$ cat src/rtl/shift_reg_ctrl.sv
// Serializer/deserializer sequencer for an external 8-bit universal shift register.
// Latency: tx done WIDTH+2 cycles after start, rx done WIDTH+1; no backpressure, start only taken in IDLE.
module shift_reg_ctrl #(
  parameter int WIDTH = 8,
  parameter int CNT_W = 4
) (
  input  logic             clk,
  input  logic             reset,
  input  logic             start,
  input  logic             mode,
  input  logic             dir,
  input  logic             abort,
  input  logic [WIDTH-1:0] tx_data,
  input  logic             line_in,
  output logic             line_out,
  output logic             line_valid,
  output logic             busy,
  output logic             done,
  output logic [WIDTH-1:0] rx_word,
  output logic             reg_load,
  output logic             reg_shift_right,
  output logic             reg_shift_left,
  output logic [WIDTH-1:0] reg_pdata,
  output logic             reg_sin,
  input  logic             reg_sout,
  input  logic [WIDTH-1:0] reg_q
);

  localparam logic [1:0] S_IDLE  = 2'd0;
  localparam logic [1:0] S_LOAD  = 2'd1;
  localparam logic [1:0] S_SHIFT = 2'd2;
  localparam logic [1:0] S_DONE  = 2'd3;

  logic [1:0]       state_q, state_d;
  logic [CNT_W-1:0] cnt_q, cnt_d;
  logic             mode_q, mode_d;
  logic             dir_q, dir_d;
  logic [WIDTH-1:0] data_q, data_d;
  logic [WIDTH-1:0] rx_q, rx_d;

  always_comb begin
    state_d = state_q;
    cnt_d   = cnt_q;
    mode_d  = mode_q;
    dir_d   = dir_q;
    data_d  = data_q;
    rx_d    = rx_q;
    case (state_q)
      S_IDLE: begin
        if (start) begin
          mode_d  = mode;
          dir_d   = dir;
          data_d  = tx_data;
          cnt_d   = '0;
          state_d = mode ? S_SHIFT : S_LOAD;
        end
      end
      S_LOAD: begin
        state_d = abort ? S_IDLE : S_SHIFT;
      end
      S_SHIFT: begin
        cnt_d = cnt_q + CNT_W'(1);
        if (abort) begin
          state_d = S_IDLE;
        end else if (cnt_q == CNT_W'(WIDTH - 1)) begin
          state_d = S_DONE;
        end
      end
      default: begin
        // Received word only committed when the transfer completes unaborted.
        if (!abort && mode_q) begin
          rx_d = reg_q;
        end
        state_d = S_IDLE;
      end
    endcase
  end

  always_ff @(posedge clk or posedge reset) begin
    if (reset) begin
      state_q <= S_IDLE;
      cnt_q   <= '0;
      mode_q  <= 1'b0;
      dir_q   <= 1'b0;
      data_q  <= '0;
      rx_q    <= '0;
    end else begin
      state_q <= state_d;
      cnt_q   <= cnt_d;
      mode_q  <= mode_d;
      dir_q   <= dir_d;
      data_q  <= data_d;
      rx_q    <= rx_d;
    end
  end

  logic in_shift;
  assign in_shift        = (state_q == S_SHIFT);
  assign busy            = (state_q != S_IDLE);
  assign done            = (state_q == S_DONE);
  assign reg_load        = (state_q == S_LOAD);
  assign reg_pdata       = reg_load ? data_q : '0;
  assign reg_shift_right = in_shift && !dir_q;
  assign reg_shift_left  = in_shift && dir_q;
  assign line_valid      = in_shift && !mode_q;
  assign line_out        = line_valid && reg_sout;
  assign reg_sin         = in_shift && mode_q && line_in;
  assign rx_word         = rx_q;

endmodule

$ cat config.mk
export PLATFORM = sky130hd
export DESIGN_NAME = shift_reg_ctrl
export DESIGN_NICKNAME = d
export VERILOG_FILES = /design/src/rtl/shift_reg_ctrl.sv
export SDC_FILE = /design/constraint.sdc
export NUM_CORES = 1
export LEC_CHECK = 0
export BUFFER_PORTS_ARGS = -buffer_cell sky130_fd_sc_hd__buf_2
export CAP_MARGIN = 40
export CORE_MARGIN = 4
export CORE_UTILIZATION = 46
export DETAILED_ROUTE_END_ITERATION = 8
export PLACE_DENSITY = 0.78
export SYNTH_ARGS = -nofsm -noshare
export SYNTH_HDL_FRONTEND = slang
export SYNTH_SLANG_ARGS = --single-unit
$ cat constraint.sdc
create_clock -name clk -period 1.53 [get_ports clk]
set_input_delay 0.0765 -clock clk [delete_from_list [all_inputs] [get_ports clk]]
set_output_delay 0.0765 -clock clk [all_outputs]
set_load 0.05 [all_outputs]
==> impl.org <==
** Floorplanning
- In this run the standard cell core region covers 0.002233 mm².
- During I/O placement, the number of pins put on the boundary was 48.
- Die height :: 56.70 µm
- The floorplan step set the die width to 56.70 µm.
- For this configuration, the core starts out at a cell density of 48.85%.
- The floorplan step defined a die boundary enclosing 0.003215 mm².
- # rows :: 17

** Synth
- Largest cells by area after synthesis :: sky130_fd_sc_hd__dfrtp_1 (55%), sky130_fd_sc_hd__nand2_1 (11%), sky130_fd_sc_hd__mux2_2 (8.3%)
- The number of nets handed over by synthesis was 132.
- Netlist area before placement :: 0.001091 mm²
- Sequential-to-total area share from yosys stat :: 55.05%
- Each instance of the synthesized netlist takes up on average 10.20 µm².
- Number of unique standard cell types used by synthesis :: 25
- Count of mapped cells out of synthesis :: 107
- Share of the synthesized area in the top cell type :: 55.05%
- Library cell occupying the most area in the post-synthesis netlist :: sky130_fd_sc_hd__dfrtp_1
- After synthesis the netlist holds a flip-flop and latch count of 24.
- For this run, the number of Yosys warnings is 0.

** Worst setup path
- Family with the most delay on the worst path :: flip-flops
- Critical path, cell by cell :: buf_4, nor2b_2, and3_1, buf_4
- Critical path's most frequent cell :: sky130_fd_sc_hd__buf_4
- The critical path starts at state_q[1]$_DFFE_PP0P_.
- Category of the critical setup timing path :: register to output port
- Max Fanout on Critical Path :: 4
- Req. time, crit path :: 1.45 ns
- At the worst endpoint, the arrival time is 1.41 ns.
- The worst setup path is launched from a register.
- The slowest stage of the critical path is the sky130_fd_sc_hd__dfrtp_1 cell.
- The startpoint identified for the worst register-to-register timing path is state_q[0]$_DFFE_PP0P_.
- CP endpoint kind :: output port
- Peak per-stage delay on the critical path :: 0.42 ns
- Number of buffer and inverter stages on the critical path :: 2

** Clock network
- Insertion delay to the later sink of the worst-skew pair :: 0.31 ns
- CTS Root Buffer Type :: sky130_fd_sc_hd__clkbuf_4
- CTS built an H-tree with a depth of 1.
- TritonCTS built the clock tree.
- After clock tree synthesis, the clock-pin slew on the worst setup and hold paths is 0.12 ns.
- Clk sink count :: 24
- Total CTS buffers :: 3
- Number of buffers between clock root and the deepest sink :: 2

** Min path
- Class of the worst hold path :: input pin to register
- The worst hold path begins at abort.

** Timing
- On the final layout, the worst clock skew is 0.01167 ns.
- For the pin with the worst max-slew slack, the measured transition is 0.2958 ns.
- Headroom to the max-slew limit :: 80.28%
- Final worst-path cycle share :: 97.10%
- Setup violations remaining at the end of the flow were counted as 0.
- The number of pins exceeding their max-slew limit in the final report was 0.
- Fmax achieved :: 673.1 MHz
- Final critical delay including setup and external delays :: 1.486 ns
- Hold Fails Final Rpt :: 0
- RSZ-0062 raised after global routing :: true

** Cells and area
- Of the cells placed in the final design, the portion with a size suffix greater than 1 is 41.99%.
- Relative area change from synthesis to final layout :: 58.72%
- Summing all non-filler instances in the final layout gives an area of 0.001732 mm².
- Seq. cell area :: 601.8 µm²
- The number of antenna diodes in the final layout is 0.
- Net count reported at finish :: 207
- Final-layout fill cell count :: 149
- Multi-input gate area :: 486.7 µm²
- Post-Layout Cell Count :: 209

** Pwr
- Power after layout :: 2.388 mW
- Relative contribution of combinational cells to total power :: 42.2%
- Fraction of power consumed by the clock network :: 18.8%
- Pwr per Cell Area :: 1379 mW/mm²
- In this run the static leakage power is 0.9566 nW.
- In this run switching power makes up 40.68% of total power.
- Power share of the sequential group :: 39.0%
- Max rail drop VDD :: 0.8429 mV
- In this run the power spent charging and discharging nets is 0.9716 mW.
- Internal power component :: 1.417 mW

** Placed design
- The placed instances occupy a cell area of 0.001375 mm².
- Buffers placed on the I/O ports in this run total 47.
- Once placement completed, the tool counted placed cells totaling 181.
- RePlAce Congestion :: 0.8126
- Placed wire-length estimate :: 1933 µm

** Detailed routing
- Aggregate routed wire length :: 3038 µm
- After detailed routing, the average wire length per cell comes to 14.54 µm.
- Number of optimization iterations in the first detailed-route pass :: 4
- The detail route stage leaves a number of antenna-violating nets equal to 0.
- DRC viols :: 0
- The detailed router finished its first iteration with 28 violations.
- Detailed-route via count :: 1033
- Post-detailed-route via-to-cell ratio :: 4.943

** GRT
- Pin count of the biggest net entering global routing :: 25
- Global routing finished with a remaining overflow of 0.
- Met3 usage :: 3.218%
- The layer flagged by global routing as most heavily used is met2.
- Via count of the first global-routing pass :: 1059
- Global routing consumed, on the met1 layer, 22.40% of the routing resources.
- The initial antenna violation count was 0.
- For met2 alone, demand over resource in global routing was 34.65%.
- Global-route wire length before repair :: 4919 µm
- Global-route total usage across every layer :: 19.24%

** Run status
- Outcome :: finished, final reports clean

** Flow run
- # Max-Cap Violations :: 0
-- power groups by stage --
stage	Sequential, mW	Combinational [mW]	Clock, mW
detailed placement	0.944	0.892	0
global placement	0.927	0.875	0
finish	0.931	1.01	0.448
global route	0.955	1.07	0.486
CTS	0.928	0.962	0.455
floorplan	1.18	0.426	0
-- area by class of cell --
cell class / count / area share (%)
Timing Repair Buffer: 74 / 31.65
Inverter: 2 / 0.4335
Clock inverter: 1 / 1.734
Multi-Input combinational cell: 77 / 28.11
Tap cell: 28 / 2.023
Clock buffer: 3 / 1.301
Sequential cell: 24 / 34.75
-- synth_stat cells --
cell and instances:
sky130_fd_sc_hd__nand2_1 32, sky130_fd_sc_hd__dfrtp_1 24, sky130_fd_sc_hd__and2_1 10, sky130_fd_sc_hd__mux2_2 8, sky130_fd_sc_hd__nand3_1 4, sky130_fd_sc_hd__nor2_1 4, sky130_fd_sc_hd__o21ai_0 3, sky130_fd_sc_hd__buf_2 2
sky130_fd_sc_hd__inv_1 2, sky130_fd_sc_hd__nor2b_1 2, sky130_fd_sc_hd__xor2_1 2, sky130_fd_sc_hd__a31oi_1 1, sky130_fd_sc_hd__and2_2 1, sky130_fd_sc_hd__and3_1 1, sky130_fd_sc_hd__buf_6 1, sky130_fd_sc_hd__clkbuf_1 1
sky130_fd_sc_hd__ha_1 1, sky130_fd_sc_hd__nand2b_1 1, sky130_fd_sc_hd__nand3b_1 1, sky130_fd_sc_hd__nand3b_4 1, sky130_fd_sc_hd__nor3b_1 1, sky130_fd_sc_hd__o22ai_1 1, sky130_fd_sc_hd__or2_2 1, sky130_fd_sc_hd__or3b_1 1
sky130_fd_sc_hd__or4b_1 1
-- worst paths after layout --
| path | to | slack [ns] | cells after the start |
|---|---|---|---|
| max | reg_sin | 0.04 | 4 |
| min | state_q[1]$_DFFE_PP0P_ | 0.02 | 2 |
| max reg2reg | state_q[0]$_DFFE_PP0P_ | 0.06 | 4 |
| min reg2reg | data_q[3]$_DFFE_PP0P_ | 0.49 | 2 |
| max in group asynchronous | state_q[0]$_DFFE_PP0P_ | 0.91 | 4 |
| min in group asynchronous | data_q[1]$_DFFE_PP0P_ | 0.36 | 4 |
-- state kept, by name, indices dropped and copies added, names as in the netlist --
signal and cells:
state_q 2, data_q 8, cnt_q 4, rx_word 8, dir_q 1, mode_q 1
-- through the flow --
stage / util [%] / setup WS (ns) / TNS [ns] / hold WS [ns]
global route: 77.54 / -0.03529 / -0.1924 / 0.01693
floorplan: - / 0.03878 / 0 / 0.09112
global placement: 61.57 / 0.1667 / 0 / 0.1300
detailed placement: 61.57 / 0.1349 / 0 / 0.1440
CTS: 73.61 / 0.02385 / 0 / 0.007738
finish: 77.54 / 0.04431 / 0 / 0.02147
-- placed cells by master, fill, tap and decap left out, drive strengths merged, types with 2 or more instances in the layout --
master	synthesis	routed
and2	11	11
buf	3	54
clkbuf	1	3
dfrtp	24	24
dlygate4sd3	0	19
inv	2	2
mux2	8	8
nand2	32	32
nand3	4	4
nand3b	2	2
nor2	4	4
nor2b	2	2
o21ai	3	3
xor2	2	2
-- cell families after synthesis --
group | after synthesis | synth area share (%)
adders and majority gates | 1 | 1.147
muxes | 8 | 8.257
AOI/OAI and AO/OA | 5 | 2.523
xor gates and xnor gates | 2 | 1.606
and+or+nand+nor | 61 | 28.44
buffers and inverters | 6 | 2.982
DFF | 24 | 55.05
-- layer usage --
layer  share of wire (%)  up-vias
met3                 5.7        8
met2                  53       44
met4                 2.5        0
met1                  39      490
met5                   0        -
li1                    -      491
-- timing repair --
item	4_1_cts	5_1_grt
setup buffers	1	4
hold buffers	17	2
pin swaps	0	1
endpoints found under the setup margin	13	19
cloned	0	0
hold endpoints to repair	40	2
gates resized for setup	15	10
Note: power is estimated with default switching activity, not from simulation.
